### config.mk
export PLATFORM = sky130hd
export DESIGN_NAME = calc_entry_ctrl_flat
export DESIGN_NICKNAME = d
export VERILOG_FILES = /design/src/rtl/calc_entry_ctrl_pkg.sv /design/src/rtl/calc_entry_ctrl_if.sv /design/src/rtl/calc_entry_ctrl_digit_reg.sv /design/src/rtl/calc_entry_ctrl.sv /design/src/flat_wrapper.sv
export SDC_FILE = /design/constraint.sdc
export NUM_CORES = 1
export LEC_CHECK = 0
export BUFFER_PORTS_ARGS = -buffer_cell sky130_fd_sc_hd__buf_2
export CORE_ASPECT_RATIO = 2
export CORE_MARGIN = 4
export CORE_UTILIZATION = 55
export DETAILED_ROUTE_END_ITERATION = 7
export HOLD_SLACK_MARGIN = 0.15
export PLACE_DENSITY = 0.85
export SETUP_SLACK_MARGIN = 0.15
export SYNTH_ARGS = -nofsm -noshare
export SYNTH_HDL_FRONTEND = slang
export SYNTH_SLANG_ARGS = --single-unit
### constraint.sdc
create_clock -name CLK_1K -period 3.35 [get_ports CLK_1K]
set_input_delay 0.1675 -clock CLK_1K [delete_from_list [all_inputs] [get_ports CLK_1K]]
set_output_delay 0.1675 -clock CLK_1K [all_outputs]
set_load 0.1 [all_outputs]
### src/rtl/calc_entry_ctrl_pkg.sv
// Shared key codes, state encoding and key-classification helpers for the
// calculator keypad-entry controller.
package calc_entry_ctrl_pkg;

   localparam logic [3:0] KEY_ADD   = 4'hA;
   localparam logic [3:0] KEY_SUB   = 4'hB;
   localparam logic [3:0] KEY_MUL   = 4'hC;
   localparam logic [3:0] KEY_DIV   = 4'hD;
   localparam logic [3:0] KEY_EQ    = 4'hE;
   localparam logic [3:0] KEY_CLR   = 4'hF;
   localparam logic [3:0] PEND_NONE = 4'h0;

   typedef enum logic [2:0] {
      ST_ENTER_A = 3'd0,
      ST_OP_WAIT = 3'd1,
      ST_ENTER_B = 3'd2,
      ST_CALC    = 3'd3,
      ST_SHOW    = 3'd4,
      ST_ERROR   = 3'd5
   } state_e;

   function automatic logic is_digit(input logic [3:0] k);
      return (k <= 4'd9);
   endfunction

   function automatic logic is_op(input logic [3:0] k);
      return (k >= KEY_ADD) && (k <= KEY_DIV);
   endfunction

endpackage

### src/rtl/calc_entry_ctrl_if.sv
// Key-scanner / ALU / display signal bundle for the keypad-entry controller.
interface calc_entry_ctrl_if #(parameter int DIGITS = 6);

   localparam int DW = 4 * DIGITS;

   logic          key_valid;
   logic [3:0]    key_value;
   logic [DW-1:0] alu_result;
   logic          alu_done;
   logic          alu_err;
   logic          alu_start;
   logic [DW-1:0] operand_a;
   logic [DW-1:0] operand_b;
   logic [3:0]    opcode;
   logic          busy;
   logic          error;
   logic [DW-1:0] num_out;

   modport master (
      output key_valid, key_value, alu_result, alu_done, alu_err,
      input  alu_start, operand_a, operand_b, opcode, busy, error, num_out
   );

   modport slave (
      input  key_valid, key_value, alu_result, alu_done, alu_err,
      output alu_start, operand_a, operand_b, opcode, busy, error, num_out
   );

endinterface

### src/rtl/calc_entry_ctrl_digit_reg.sv
// BCD operand register: shifts digits in from the right, tracks the digit count,
// and can be loaded whole (optionally locked full so no digits can be appended).
module calc_entry_ctrl_digit_reg #(
   parameter int DIGITS = 6
) (
   input  logic                  CLK_1K,
   input  logic                  RSTN,
   input  logic                  shift_en,
   input  logic                  load_en,
   input  logic [4*DIGITS-1:0]   load_val,
   input  logic                  clr,
   input  logic                  lock,
   output logic [4*DIGITS-1:0]   value,
   output logic                  full
);

   localparam int DW = 4 * DIGITS;
   localparam int CW = $clog2(DIGITS + 1);
   localparam logic [CW-1:0] CNT_MAX = CW'(DIGITS);

   logic [DW-1:0] value_r;
   logic [CW-1:0] count_r;

   // Operand and digit count; the shifted digit is load_val's low nibble, leading zeros are not counted.
   always_ff @(posedge CLK_1K or negedge RSTN) begin
      if (!RSTN) begin
         value_r <= '0;
         count_r <= '0;
      end else if (clr) begin
         value_r <= '0;
         count_r <= '0;
      end else if (load_en) begin
         value_r <= load_val;
         count_r <= lock ? CNT_MAX : CW'(1);
      end else if (shift_en && (count_r != CNT_MAX)) begin
         value_r <= {value_r[DW-5:0], load_val[3:0]};
         if ((count_r != '0) || (load_val[3:0] != 4'h0)) begin
            count_r <= count_r + CW'(1);
         end
      end
   end

   assign value = value_r;
   assign full  = (count_r == CNT_MAX);

endmodule

### src/rtl/calc_entry_ctrl.sv
// Keypad-entry controller: assembles two BCD operands from key codes, launches the
// ALU with a start/done handshake and chains each result into the next operation.
module calc_entry_ctrl
   import calc_entry_ctrl_pkg::*;
#(
   parameter int         DIGITS  = 6,
   parameter logic [3:0] CLR_KEY = KEY_CLR
) (
   input  logic             CLK_1K,
   input  logic             RSTN,
   calc_entry_ctrl_if.slave bus
);

   localparam int DW = 4 * DIGITS;

   state_e        state_r;
   logic [3:0]    opcode_r;
   logic [3:0]    pending_r;
   logic          alu_start_r;
   logic          busy_r;
   logic          error_r;

   logic          key_clr_s, key_digit_s, key_op_s, key_eq_s;
   logic [DW-1:0] digit_ext_s;
   logic          a_shift_s, a_load_s, a_lock_s, a_clr_s, a_full_s;
   logic          b_shift_s, b_load_s, b_clr_s, b_full_s;
   logic [DW-1:0] a_load_val_s, a_value_s, b_value_s, num_s;

   // Key classification; CLR wins over any other interpretation of the code.
   always_comb begin
      key_clr_s   = bus.key_valid && (bus.key_value == CLR_KEY);
      key_digit_s = bus.key_valid && !key_clr_s && is_digit(bus.key_value);
      key_op_s    = bus.key_valid && !key_clr_s && is_op(bus.key_value);
      key_eq_s    = bus.key_valid && !key_clr_s && (bus.key_value == KEY_EQ);
      digit_ext_s = {{(DW-4){1'b0}}, bus.key_value};
   end

   // Operand register controls; in CALC a clean alu_done locks the result into A.
   always_comb begin
      a_shift_s    = 1'b0;
      a_load_s     = 1'b0;
      a_lock_s     = 1'b0;
      a_clr_s      = 1'b0;
      b_shift_s    = 1'b0;
      b_load_s     = 1'b0;
      b_clr_s      = 1'b0;
      a_load_val_s = digit_ext_s;
      if (key_clr_s) begin
         a_clr_s = 1'b1;
         b_clr_s = 1'b1;
      end else begin
         case (state_r)
            ST_ENTER_A: a_shift_s = key_digit_s && !a_full_s;
            ST_OP_WAIT: b_load_s  = key_digit_s;
            ST_ENTER_B: b_shift_s = key_digit_s && !b_full_s;
            ST_CALC: begin
               a_load_s     = bus.alu_done && !bus.alu_err;
               a_lock_s     = 1'b1;
               a_load_val_s = bus.alu_result;
               b_clr_s      = bus.alu_done && !bus.alu_err;
            end
            ST_SHOW:    a_load_s  = key_digit_s;
            default:    a_shift_s = 1'b0;
         endcase
      end
   end

   calc_entry_ctrl_digit_reg #(.DIGITS(DIGITS)) u_reg_a (
      .CLK_1K   (CLK_1K),
      .RSTN     (RSTN),
      .shift_en (a_shift_s),
      .load_en  (a_load_s),
      .load_val (a_load_val_s),
      .clr      (a_clr_s),
      .lock     (a_lock_s),
      .value    (a_value_s),
      .full     (a_full_s)
   );

   calc_entry_ctrl_digit_reg #(.DIGITS(DIGITS)) u_reg_b (
      .CLK_1K   (CLK_1K),
      .RSTN     (RSTN),
      .shift_en (b_shift_s),
      .load_en  (b_load_s),
      .load_val (digit_ext_s),
      .clr      (b_clr_s),
      .lock     (1'b0),
      .value    (b_value_s),
      .full     (b_full_s)
   );

   // Control FSM with registered opcode, pending operator and handshake flags.
   always_ff @(posedge CLK_1K or negedge RSTN) begin
      if (!RSTN) begin
         state_r     <= ST_ENTER_A;
         opcode_r    <= 4'h0;
         pending_r   <= PEND_NONE;
         alu_start_r <= 1'b0;
         busy_r      <= 1'b0;
         error_r     <= 1'b0;
      end else begin
         alu_start_r <= 1'b0;
         if (key_clr_s) begin
            state_r   <= ST_ENTER_A;
            opcode_r  <= 4'h0;
            pending_r <= PEND_NONE;
            busy_r    <= 1'b0;
            error_r   <= 1'b0;
         end else begin
            case (state_r)
               ST_ENTER_A: begin
                  if (key_op_s) begin
                     opcode_r <= bus.key_value;
                     state_r  <= ST_OP_WAIT;
                  end
               end
               ST_OP_WAIT: begin
                  if (key_op_s) begin
                     opcode_r <= bus.key_value;
                  end else if (key_digit_s) begin
                     state_r <= ST_ENTER_B;
                  end
               end
               ST_ENTER_B: begin
                  if (key_eq_s || key_op_s) begin
                     pending_r   <= key_eq_s ? PEND_NONE : bus.key_value;
                     state_r     <= ST_CALC;
                     busy_r      <= 1'b1;
                     alu_start_r <= 1'b1;
                  end
               end
               ST_CALC: begin
                  if (bus.alu_done) begin
                     busy_r <= 1'b0;
                     if (bus.alu_err) begin
                        state_r <= ST_ERROR;
                        error_r <= 1'b1;
                     end else if (pending_r == PEND_NONE) begin
                        state_r <= ST_SHOW;
                     end else begin
                        opcode_r  <= pending_r;
                        pending_r <= PEND_NONE;
                        state_r   <= ST_OP_WAIT;
                     end
                  end
               end
               ST_SHOW: begin
                  if (key_digit_s) begin
                     opcode_r <= 4'h0;
                     state_r  <= ST_ENTER_A;
                  end else if (key_op_s) begin
                     opcode_r <= bus.key_value;
                     state_r  <= ST_OP_WAIT;
                  end
               end
               ST_ERROR: state_r <= ST_ERROR;
               default: begin
                  state_r <= ST_ENTER_A;
                  busy_r  <= 1'b0;
                  error_r <= 1'b0;
               end
            endcase
         end
      end
   end

   // Display source select.
   always_comb begin
      case (state_r)
         ST_ENTER_B: num_s = b_value_s;
         ST_ERROR:   num_s = {DIGITS{4'hE}};
         default:    num_s = a_value_s;
      endcase
   end

   assign bus.alu_start = alu_start_r;
   assign bus.operand_a = a_value_s;
   assign bus.operand_b = b_value_s;
   assign bus.opcode    = opcode_r;
   assign bus.busy      = busy_r;
   assign bus.error     = error_r;
   assign bus.num_out   = num_s;

endmodule

### src/flat_wrapper.sv
// flat-port wrapper written by rule: the top's interface ports become plain ports
module calc_entry_ctrl_flat import calc_entry_ctrl_pkg::*;
#(
   parameter int         DIGITS  = 6,
   parameter logic [3:0] CLR_KEY = KEY_CLR
)
  (CLK_1K, RSTN, bus_key_valid, bus_key_value, bus_alu_result, bus_alu_done, bus_alu_err, bus_alu_start, bus_operand_a, bus_operand_b, bus_opcode, bus_busy, bus_error, bus_num_out);
  calc_entry_ctrl_if #(.DIGITS(DIGITS)) bus_i ();
  input  logic CLK_1K;
  input  logic RSTN;
  input wire logic [$bits(bus_i.key_valid)-1:0] bus_key_valid;
  input wire logic [$bits(bus_i.key_value)-1:0] bus_key_value;
  input wire logic [$bits(bus_i.alu_result)-1:0] bus_alu_result;
  input wire logic [$bits(bus_i.alu_done)-1:0] bus_alu_done;
  input wire logic [$bits(bus_i.alu_err)-1:0] bus_alu_err;
  output wire logic [$bits(bus_i.alu_start)-1:0] bus_alu_start;
  output wire logic [$bits(bus_i.operand_a)-1:0] bus_operand_a;
  output wire logic [$bits(bus_i.operand_b)-1:0] bus_operand_b;
  output wire logic [$bits(bus_i.opcode)-1:0] bus_opcode;
  output wire logic [$bits(bus_i.busy)-1:0] bus_busy;
  output wire logic [$bits(bus_i.error)-1:0] bus_error;
  output wire logic [$bits(bus_i.num_out)-1:0] bus_num_out;
  assign bus_i.key_valid = bus_key_valid;
  assign bus_i.key_value = bus_key_value;
  assign bus_i.alu_result = bus_alu_result;
  assign bus_i.alu_done = bus_alu_done;
  assign bus_i.alu_err = bus_alu_err;
  assign bus_alu_start = bus_i.alu_start;
  assign bus_operand_a = bus_i.operand_a;
  assign bus_operand_b = bus_i.operand_b;
  assign bus_opcode = bus_i.opcode;
  assign bus_busy = bus_i.busy;
  assign bus_error = bus_i.error;
  assign bus_num_out = bus_i.num_out;
  calc_entry_ctrl #(.DIGITS(DIGITS), .CLR_KEY(CLR_KEY)) u_core (.CLK_1K(CLK_1K), .RSTN(RSTN), .bus(bus_i));
endmodule
==> impl_results.rst, run 1 <==
.. list-table::
   :header-rows: 1

   * - Metric
     - Value
   * - Run status
     - completed
   * - Post-Route WL
     - 11.9 mm
   * - Sum of overflow across all layers after global routing
     - 0
   * - Maximum level of the CTS H-tree
     - 3
   * - DRC violations left
     - 0
   * - Die height
     - 123 um
   * - Slew at the pin closest to its max-slew limit
     - 1.29 ns
   * - Vias after detailed routing
     - 3709
   * - Number of global-route vias before repair
     - 3515
   * - Worst Path Buf+Inv
     - 1
   * - Critical path type
     - reg -> out
   * - Area of the mapped netlist
     - 0.00361 mm2
   * - Number of nets produced by synthesis
     - 416
   * - Startpoint types
     - flop
   * - Async set-or-reset flop fraction in the synthesized netlist
     - 100%
   * - Tightest Hold Check Type
     - in -> reg
   * - Maximum number of pins on one net before global-route repair
     - 36
   * - Final Setup Violations
     - 0
   * - Finished Cell Area
     - 0.00460 mm2
   * - Detailed-route vias per instance
     - 6.42
   * - CTS tree
     - done
   * - Number of port buffers
     - 111
   * - Clk slew on worst S/H paths
     - 0.06 ns
   * - Number of warning messages in the yosys log
     - 0
   * - Sinks on Clock Net
     - 68
   * - Most common cell after layout, fill and taps aside
     - buf_2
   * - Detailed-placement wirelength estimate
     - 8.34 mm
   * - Placer Congestion
     - 0.950
   * - GRT Resource Usage Total
     - 30.6%
   * - Antenna violations before repair
     - 0
   * - Largest fanout on the critical path
     - 18
   * - CTS Root Buffer Type
     - clkbuf_16
   * - Maximum clock rate
     - 0.348 GHz
   * - Cell breakdown of the critical path
     - or3b_1, nand2_2, o22a_1, buf_2
   * - I/O pin count
     - 112
   * - Number of max-capacitance violations reported
     - 0
   * - Die W
     - 65.3 um
   * - Max stage delay on crit path
     - 0.70 ns
   * - CP Data Required Time
     - 3.18 ns
   * - Count of nets after finishing
     - 526
   * - First DRT Iteration DRCs
     - 432
   * - Slowest library cell on the worst path
     - or3b_1
   * - Delay-heaviest family, CP
     - simple AND/OR/NAND/NOR gates
   * - Antenna diode count
     - 0
   * - Fill cell count
     - 493
   * - Total clock buffers created by CTS
     - 9
   * - Commonest cells after routing, fill and taps aside
     - buf_2 (111), dfrtp_1 (68), nand2_1 (51)
   * - Sequential share of the synthesized area
     - 47.2%
   * - Max-slew headroom
     - 13.6%
   * - Area of the core
     - 0.00636 mm2
   * - Synth-to-Final Area Change
     - 27.5%
   * - Average cell area after synthesis
     - 9.57 um2
   * - Tmin final
     - 2.87 ns
   * - Unrepaired setup endpoints after global routing
     - no
   * - Starting Density
     - 56.7%
   * - FF+latch count, synth
     - 68
   * - Clk Latency, worst-skew pair
     - 0.33 ns
   * - Worst clock skew on the final layout
     - 0.00732 ns
   * - Post-CTS setup buffer count
     - 0
   * - Placed Instances
     - 552
   * - Primary FF master, synth
     - dfrtp_1
   * - WL/cell
     - 20.5 um
   * - Count of unique library cells instantiated by Yosys
     - 49
   * - Placed Instance Area
     - 0.00420 mm2
   * - Number of failing hold endpoints at the final stage
     - 0
   * - CTS Buffer Depth
     - 2
   * - Area of the die
     - 0.00800 mm2
   * - EDFF count, synth
     - 0
   * - Critical Path End Type
     - output port
   * - Row Count
     - 41
   * - Count of antenna-violating nets left after detailed routing
     - 0
   * - Share of the clock period used by the worst path
     - 85.7%
   * - Sum of negative setup slack
     - 0 ns
   * - Mapped Cells
     - 377
   * - 1st-pass router iterations
     - 5
   * - Post-route insts no fill
     - 578
   * - CP Data Arrival Time
     - 2.70 ns
   * - Global-route wire length before repair
     - 18.3 mm
   * - Final max-slew violation count
     - 0
   * - Fraction of layout cells with a size suffix above 1
     - 28.7%
[worst min-delay path, delay by kind of cell]
| family | cells | cell delay [ns] |
|---|---|---|
| buf+inv | 1 | 0.08 |
| compound gates | 2 | 0.21 |
[kinds of logic after synthesis]
logic type	share of synthesized area [%]
AOI/OAI and AO/OA	27.2
and+or+nand+nor	13.8
DFF	47.2
buffers and inverters	4.58
muxes	4.47
adders and majority gates	2.08
xor gates and xnor gates	0.728
[path summary, 6_finish.rpt]
kind / start / end / slack, ns / depth (start not counted)
max in group asynchronous: RSTN / u_core.u_reg_a.value[4]$_DFFE_PN0P_ / 2.15 / 3
min in group asynchronous: RSTN / u_core.u_reg_b.value[11]$_DFFE_PN0P_ / 0.44 / 2
worst min-delay path: bus_alu_result[10] / u_core.u_reg_a.value[10]$_DFFE_PN0P_ / 0.16 / 3
worst min register to register: u_core.u_reg_a.value[23]$_DFFE_PN0P_ / u_core.u_reg_a.value[23]$_DFFE_PN0P_ / 0.52 / 2
worst max register to register: u_core.state_r[1]$_DFFE_PN0P_ / u_core.u_reg_b.value[6]$_DFFE_PN0P_ / 0.74 / 5
worst max-delay path: u_core.state_r[1]$_DFFE_PN0P_ / bus_num_out[3] / 0.48 / 4
[flip-flops by register name, summed over array words and instances, names as in the netlist]
register and cells:
u_core.pending_r 4, u_core.u_reg_b.count_r 3, u_core.bus.error 1, u_core.u_reg_b.value 24, u_core.bus.busy 1, u_core.bus.alu_start 1
u_core.state_r 3, u_core.u_reg_a.value 24, u_core.u_reg_a.count_r 3, u_core.bus.opcode 4
[layout make-up]
cell class	count	area, um2	area share (%)
clock inverter	6	63.8	1.39
timing repair buffer	128	708	15.4
inverter	10	37.5	0.816
clock buffer	10	239	5.19
multi-input combinational	270	1740	37.9
tap	86	108	2.34
sequential	68	1700	37.0
[cell usage after synthesis (2+ instances only)]
| library cell | instances | area [um2] |
|---|---|---|
| or3_1 | 2 | 12.5 |
| nor2_1 | 15 | 56.3 |
| a32o_1 | 2 | 20.0 |
| a21oi_1 | 12 | 60.1 |
| inv_1 | 10 | 37.5 |
| nand2b_1 | 4 | 25.0 |
| a21o_1 | 4 | 30.0 |
| nor2b_1 | 2 | 12.5 |
| mux2i_1 | 15 | 150 |
| nor3_1 | 3 | 15.0 |
| dfrtp_1 | 68 | 1700 |
| and3_1 | 2 | 12.5 |
| xnor2_1 | 2 | 17.5 |
| buf_1 | 2 | 7.51 |
| and2_1 | 2 | 12.5 |
| a31oi_1 | 5 | 31.3 |
| buf_2 | 11 | 55.1 |
| nand3b_1 | 4 | 30.0 |
| o31ai_1 | 3 | 22.5 |
| ha_1 | 6 | 75.1 |
| a211oi_1 | 3 | 22.5 |
| nor4_1 | 3 | 18.8 |
| clkbuf_1 | 14 | 52.6 |
| o21ai_1 | 6 | 30.0 |
| nand3_1 | 4 | 20.0 |
| nand2_1 | 52 | 195 |
| o21ai_0 | 36 | 180 |
| nand4_1 | 3 | 18.8 |
| o22a_1 | 14 | 123 |
| a22oi_1 | 24 | 180 |
| a22o_1 | 26 | 228 |
[layer usage]
metal	vias to the layer above	GRT usage (%)	share of wire [%]
met5	-	0	0
met4	0	19.9	6.9
met3	63	5.95	8.2
met2	255	52.1	50
met1	1773	33.9	35
li1	1618	-	-
[metrics by stage]
stage | hold WS [ns] | setup WS [ns] | util (%)
finish | 0.157 | 0.478 | 72.3
CTS | 0.154 | 0.339 | 72.3
detailed placement | 0.275 | 0.713 | 66.0
global placement | 0.277 | 0.789 | 66.0
floorplan | -0.128 | 1.05 | -
global route | 0.167 | 0.348 | 72.3
[repair_timing]
item | in CTS | in global routing
endpoints found under the hold margin | 42 | 0
gates resized for setup | 0 | 1
endpoints found under the setup margin | 0 | 1
hold buffers | 10 | 0
Power of run 1 is left out: the tool's default activity adds up to more than one toggle a clock period on the data nets, which glitch-free logic cannot reach.
==> run 2: changes to the inputs <==
- CORE_UTILIZATION: 55 -> 46
- PLACE_DENSITY: 0.85 -> 0.76
- clock period: 3.35 -> 2.6 ns (I/O delays scaled with it)
==> impl_results.rst, run 2 (same netlist as run 1, synthesis figures left out) <==
.. list-table::
   :header-rows: 1

   * - Metric
     - Value
   * - Run status
     - completed
   * - Max-slew headroom
     - 41.2% (+28 points)
   * - Cell breakdown of the critical path
     - nand2b_1, nor2_1, buf_4, a22oi_1, nand2_1, buf_2
   * - Worst clock skew on the final layout
     - 0.00672 ns (-0.000599 ns)
   * - CTS Root Buffer Type
     - clkbuf_16
   * - I/O pin count
     - 112 (unchanged)
   * - Starting Density
     - 47.5% (-9.3 points)
   * - Share of the clock period used by the worst path
     - 91.7%
   * - Count of antenna-violating nets left after detailed routing
     - 0 (unchanged)
   * - Commonest cells after routing, fill and taps aside
     - buf_2 (97), dfrtp_1 (67), nand2_1 (51)
   * - Antenna diode count
     - 0 (unchanged)
   * - Slowest library cell on the worst path
     - dfrtp_1
   * - Die height
     - 133 um (+8.7%)
   * - CTS Buffer Depth
     - 2 (unchanged)
   * - Slew at the pin closest to its max-slew limit
     - 0.883 ns (-0.409 ns)
   * - Tightest Hold Check Type
     - in -> reg
   * - WL/cell
     - 20.6 um (+0.49%)
   * - Fraction of layout cells with a size suffix above 1
     - 29.7% (+0.99 points)
   * - Worst Min Path Start
     - bus_alu_result[5]
   * - Startpoint types
     - flop
   * - Detailed-route vias per instance
     - 6.16 (-4.0%)
   * - GRT Resource Usage Total
     - 27.5% (-3.0 points)
   * - Placer Congestion
     - 0.981 (+3.2%)
   * - Detailed-placement wirelength estimate
     - 8.92 mm (+7.0%)
   * - Most common cell after layout, fill and taps aside
     - buf_2
   * - Worst setup path startpoint
     - u_core.state_r[2]$_DFFE_PN0P_
   * - Unrepaired setup endpoints after global routing
     - no
   * - CP Data Arrival Time
     - 2.25 ns (-0.45 ns)
   * - 1st-pass router iterations
     - 5 (unchanged)
   * - Fill cell count
     - 610 (+24%)
   * - Area of the core
     - 0.00760 mm2 (+19%)
   * - Util after Layout
     - 66.7% (-5.7 points)
   * - DRC violations left
     - 0 (unchanged)
   * - Maximum level of the CTS H-tree
     - 3 (unchanged)
   * - Largest fanout on the critical path
     - 16 (-2)
   * - Maximum clock rate
     - 0.419 GHz
   * - Finished Cell Area
     - 0.00507 mm2 (+10%)
   * - CTS tree
     - done
   * - Count of nets after finishing
     - 551 (+4.8%)
   * - Row Count
     - 45 (+9.8%)
   * - Global-route wire length before repair
     - 20.2 mm (+11%)
   * - Total clock buffers created by CTS
     - 9 (unchanged)
   * - Area of the die
     - 0.00941 mm2 (+18%)
   * - Worst Path Buf+Inv
     - 2 (+1)
   * - Critical Path End Type
     - output port
   * - Delay-heaviest family, CP
     - buffers and inverters
   * - Sum of overflow across all layers after global routing
     - 0 (unchanged)
   * - Pre-CTS worst setup slack
     - 0.384 ns (-0.329 ns)
   * - CP Data Required Time
     - 2.47 ns (-0.71 ns)
   * - Clk slew on worst S/H paths
     - 0.05 ns (about the same)
   * - Number of port buffers
     - 111 (unchanged)
   * - Number of max-capacitance violations reported
     - 0 (unchanged)
   * - Critical path type
     - reg -> out
   * - Final max-slew violation count
     - 0 (unchanged)
   * - Die W
     - 70.6 um (+8.2%)
   * - Final Setup Violations
     - 0 (unchanged)
   * - Post-Route WL
     - 12.6 mm (+6.1%)
   * - Max stage delay on crit path
     - 0.55 ns (-0.15 ns)
   * - Vias after detailed routing
     - 3759 (+1.3%)
   * - Number of global-route vias before repair
     - 3781 (+7.6%)
   * - Reg2reg start
     - u_core.state_r[2]$_DFFE_PN0P_
   * - Placed Instance Area
     - 0.00449 mm2 (+7.0%)
   * - Clk Latency, worst-skew pair
     - 0.33 ns (about the same)
   * - Tmin final
     - 2.38 ns
   * - Maximum number of pins on one net before global-route repair
     - 69 (+92%)
   * - Synth-to-Final Area Change
     - 40.4%
   * - Sum of negative setup slack
     - 0 ns (unchanged)
   * - Setup slack of the critical path after layout
     - 0.215 ns (-0.263 ns)
   * - Antenna violations before repair
     - 0 (unchanged)
   * - Number of failing hold endpoints at the final stage
     - 0 (unchanged)
   * - First DRT Iteration DRCs
     - 434 (+0.46%)
   * - Sinks on Clock Net
     - 68 (unchanged)
[run 2: what timing repair did]
action,CTS,global route
hold buffers,25,0
setup buffers,0,0
cloned,0,0
gates resized for setup,2,2
setup endpoints to repair,15,14
hold endpoints to repair,92,0
[run 2: cell type report]
type / count / area [um2] / area share (%)
Inverter: 10 / 37.5 / 0.741
Sequential cell: 68 / 1700 / 33.6
Multi-Input combinational cell: 270 / 1750 / 34.5
Clock buffer: 9 / 225 / 4.44
Tap cell: 94 / 118 / 2.32
Clock inverter: 6 / 90.1 / 1.78
Timing Repair Buffer: 153 / 1140 / 22.6
[run 2: path summary, 6_finish.rpt]
check / to / slack [ns] / cells after the start
worst max-delay path: bus_num_out[13] / 0.22 / 6
worst min-delay path: u_core.u_reg_a.value[5]$_DFFE_PN0P_ / 0.11 / 3
worst max register to register: u_core.u_reg_a.count_r[2]$_DFFE_PN0P_ / 0.32 / 5
worst min register to register: u_core.u_reg_b.value[23]$_DFFE_PN0P_ / 0.53 / 1
max in group asynchronous: u_core.state_r[0]$_DFFE_PN0P_ / 1.48 / 3
min in group asynchronous: u_core.u_reg_b.value[13]$_DFFE_PN0P_ / 0.52 / 3
[run 2: routing by layer]
layer	share of wire, %	wire [um]	GRT usage (%)	up-vias
met5	0	0	0	-
met4	5.4	677	15.9	0
met3	7.9	996	5.36	49
met2	53	6620	48.1	233
met1	34	4270	30.4	1819
li1	-	-	-	1658
[run 2: tightest hold or removal path: stages]
cell	delay (ns)
buf_2	0.08
a22oi_1	0.06
o21ai_0	0.13
[run 2: stage by stage]
step | hold WS [ns] | std cells
global route | 0.173 | 610
CTS | 0.154 | 610
global placement | 0.363 | 570
detailed placement | 0.380 | 570
floorplan | -0.166 | 377
finish | 0.115 | 610
Power of run 2 is left out for the same reason.
==> run 3: changes to the inputs <==
- CTS_CLUSTER_SIZE: default -> 16
- REMOVE_ABC_BUFFERS: default -> 1
==> impl_results.rst, run 3 (same netlist as run 1, synthesis figures left out) <==
.. list-table::
   :header-rows: 1

   * - Metric
     - Value
   * - Area of the die
     - 0.00941 mm2 (unchanged)
   * - Largest fanout on the critical path
     - 18 (+2)
   * - Global-route wire length before repair
     - 18.6 mm (-7.9%)
   * - Worst Min Path Start
     - bus_alu_result[0]
   * - CTS Root Buffer Type
     - clkbuf_16
   * - Antenna diode count
     - 0 (unchanged)
   * - Post-CTS setup buffer count
     - 0 (unchanged)
   * - Final Setup Violations
     - 0 (unchanged)
   * - Detailed-placement wirelength estimate
     - 8.65 mm (-3.1%)
   * - Count of nets after finishing
     - 545 (-1.1%)
   * - CTS tree
     - done
   * - Unrepaired setup endpoints after global routing
     - no
   * - Starting Density
     - 47.5% (unchanged)
   * - Total clock buffers created by CTS
     - 9 (unchanged)
   * - Detailed-route vias per instance
     - 6.10 (-0.94%)
   * - Maximum number of pins on one net before global-route repair
     - 38 (-45%)
   * - Placer Congestion
     - 0.907 (-7.6%)
   * - Minimum setup slack among reg-to-reg paths
     - 0.32 ns (about the same)
   * - Startpoint types
     - flop
   * - Cell breakdown of the critical path
     - or3b_1, buf_4, o22a_1, buf_12
   * - Slew at the pin closest to its max-slew limit
     - 0.958 ns (+0.0753 ns)
   * - Sum of negative setup slack
     - 0 ns (unchanged)
   * - 1st-pass router iterations
     - 5 (unchanged)
   * - Critical path type
     - reg -> out
   * - Vias after detailed routing
     - 3687 (-1.9%)
   * - End of the critical path
     - bus_num_out[19]
   * - I/O pin count
     - 112 (unchanged)
   * - Reg2reg start
     - u_core.state_r[2]$_DFFE_PN0P_
   * - Run status
     - completed
   * - Number of port buffers
     - 111 (unchanged)
   * - R2r worst-path depth
     - 6 (+1)
   * - Max-slew headroom
     - 36.1% (-5.0 points)
   * - Final max-slew violation count
     - 0 (unchanged)
   * - CTS Buffer Depth
     - 2 (unchanged)
   * - Most common cell after layout, fill and taps aside
     - buf_2
   * - Worst setup path startpoint
     - u_core.state_r[1]$_DFFE_PN0P_
   * - Number of global-route vias before repair
     - 3598 (-4.8%)
   * - Max stage delay on crit path
     - 0.61 ns (+0.06 ns)
   * - Critical Path End Type
     - output port
   * - WL/cell
     - 19.8 um (-3.7%)
   * - Fraction of layout cells with a size suffix above 1
     - 29.0% (-0.63 points)
   * - CP Data Required Time
     - 2.47 ns (about the same)
   * - Maximum level of the CTS H-tree
     - 3 (unchanged)
   * - First DRT Iteration DRCs
     - 361 (-17%)
   * - Critical Path Stages
     - 4 (-2)
   * - Fill cell count
     - 604 (-0.98%)
   * - Tmin final
     - 2.34 ns (-0.0489 ns)
   * - Slowest library cell on the worst path
     - or3b_1
   * - Die W
     - 70.6 um (unchanged)
   * - Delay-heaviest family, CP
     - simple AND/OR/NAND/NOR gates
   * - Post-Route WL
     - 12.0 mm (-4.7%)
   * - Clk Latency, worst-skew pair
     - 0.33 ns (about the same)
   * - Sinks on Clock Net
     - 68 (unchanged)
   * - Tightest Hold Check Type
     - in -> reg
   * - Number of failing hold endpoints at the final stage
     - 0 (unchanged)
   * - CP Data Arrival Time
     - 2.21 ns (-0.04 ns)
   * - Maximum clock rate
     - 0.428 GHz (+2.1%)
   * - Worst Path Buf+Inv
     - 2 (unchanged)
   * - Synth-to-Final Area Change
     - 40.8%
   * - Antenna violations before repair
     - 0 (unchanged)
   * - Sum of overflow across all layers after global routing
     - 0 (unchanged)
   * - Number of max-capacitance violations reported
     - 0 (unchanged)
   * - Row Count
     - 45 (unchanged)
   * - Clk slew on worst S/H paths
     - 0.05 ns (about the same)
   * - Count of antenna-violating nets left after detailed routing
     - 0 (unchanged)
   * - Worst clock skew on the final layout
     - 0.00492 ns (-0.00181 ns)
   * - GRT Resource Usage Total
     - 25.2% (-2.3 points)
   * - DRC violations left
     - 0 (unchanged)
   * - Share of the clock period used by the worst path
     - 89.8% (-1.9 points)
   * - Area of the core
     - 0.00760 mm2 (unchanged)
   * - Endpoint of the lowest-slack register-to-register path
     - u_core.u_reg_a.value[9]$_DFFE_PN0P_
   * - Commonest cells after routing, fill and taps aside
     - buf_2 (93), dfrtp_1 (67), nand2_1 (51)
   * - Die height
     - 133 um (unchanged)
run 3: cell type report:
class	count	area, um2	area share, %
well taps	94	118	2.31
flip-flops and latches	68	1700	33.5
clock buffers	14	274	5.39
multi-input cells	270	1760	34.5
repair buffers	147	1160	22.9
inverters	10	37.5	0.739
clock inverters	1	30.0	0.591
run 3: worst reg2reg max path: cells and delay by family (launching register included):
family | cells | cell delay, ns
simple gates | 4 | 1.36
flops | 1 | 0.49
buf+inv | 1 | 0.24
compound gates | 1 | 0.11
run 3: stage by stage:
step	hold WS (ns)	instance area [um2]	setup slack, ns	util, %	std cells
after floorplan	-0.166	3480	0.189	-	348
after global placement	0.236	4550	0.343	59.8	567
after detailed placement	0.240	4550	0.246	59.8	567
after CTS	0.150	5070	0.207	66.7	604
after global routing	0.177	5080	0.203	66.8	604
final	0.163	5080	0.264	66.8	604
run 3: per-layer routing:
| layer | part of all wire, % | up-vias | track usage [%] |
|---|---|---|---|
| met2 | 55 | 200 | 46.8 |
| met3 | 6.7 | 45 | 5.14 |
| met4 | 3.9 | 0 | 12.2 |
| met1 | 35 | 1790 | 26.2 |
| met5 | 0 | - | 0 |
| li1 | - | 1652 | - |
run 3: timing repair:
item / 4_1_cts / 5_1_grt
endpoints found under the hold margin: 52 / 0
hold buffers: 22 / 0
setup endpoints to repair: 14 / 14
gates cloned: 0 / 0
pin swaps: 0 / 0
gates resized for setup: 2 / 2
run 3: how the worst min path moves through the flow:
stage                                            to  slack [ns]  cells past startpoint
2_1_floorplan        u_core.bus.alu_start$_DFF_PN0_       -0.17                      0
3_3_place_gp   u_core.u_reg_a.value[23]$_DFFE_PN0P_        0.24                      1
3_5_place_dp   u_core.u_reg_a.value[23]$_DFFE_PN0P_        0.24                      1
4_1_cts             u_core.pending_r[1]$_DFFE_PN0P_        0.15                      3
5_1_grt             u_core.pending_r[2]$_DFFE_PN0P_        0.18                      3
6_report        u_core.u_reg_a.value[0]$_DFFE_PN0P_        0.16                      3
Power of run 3 is left out for the same reason.
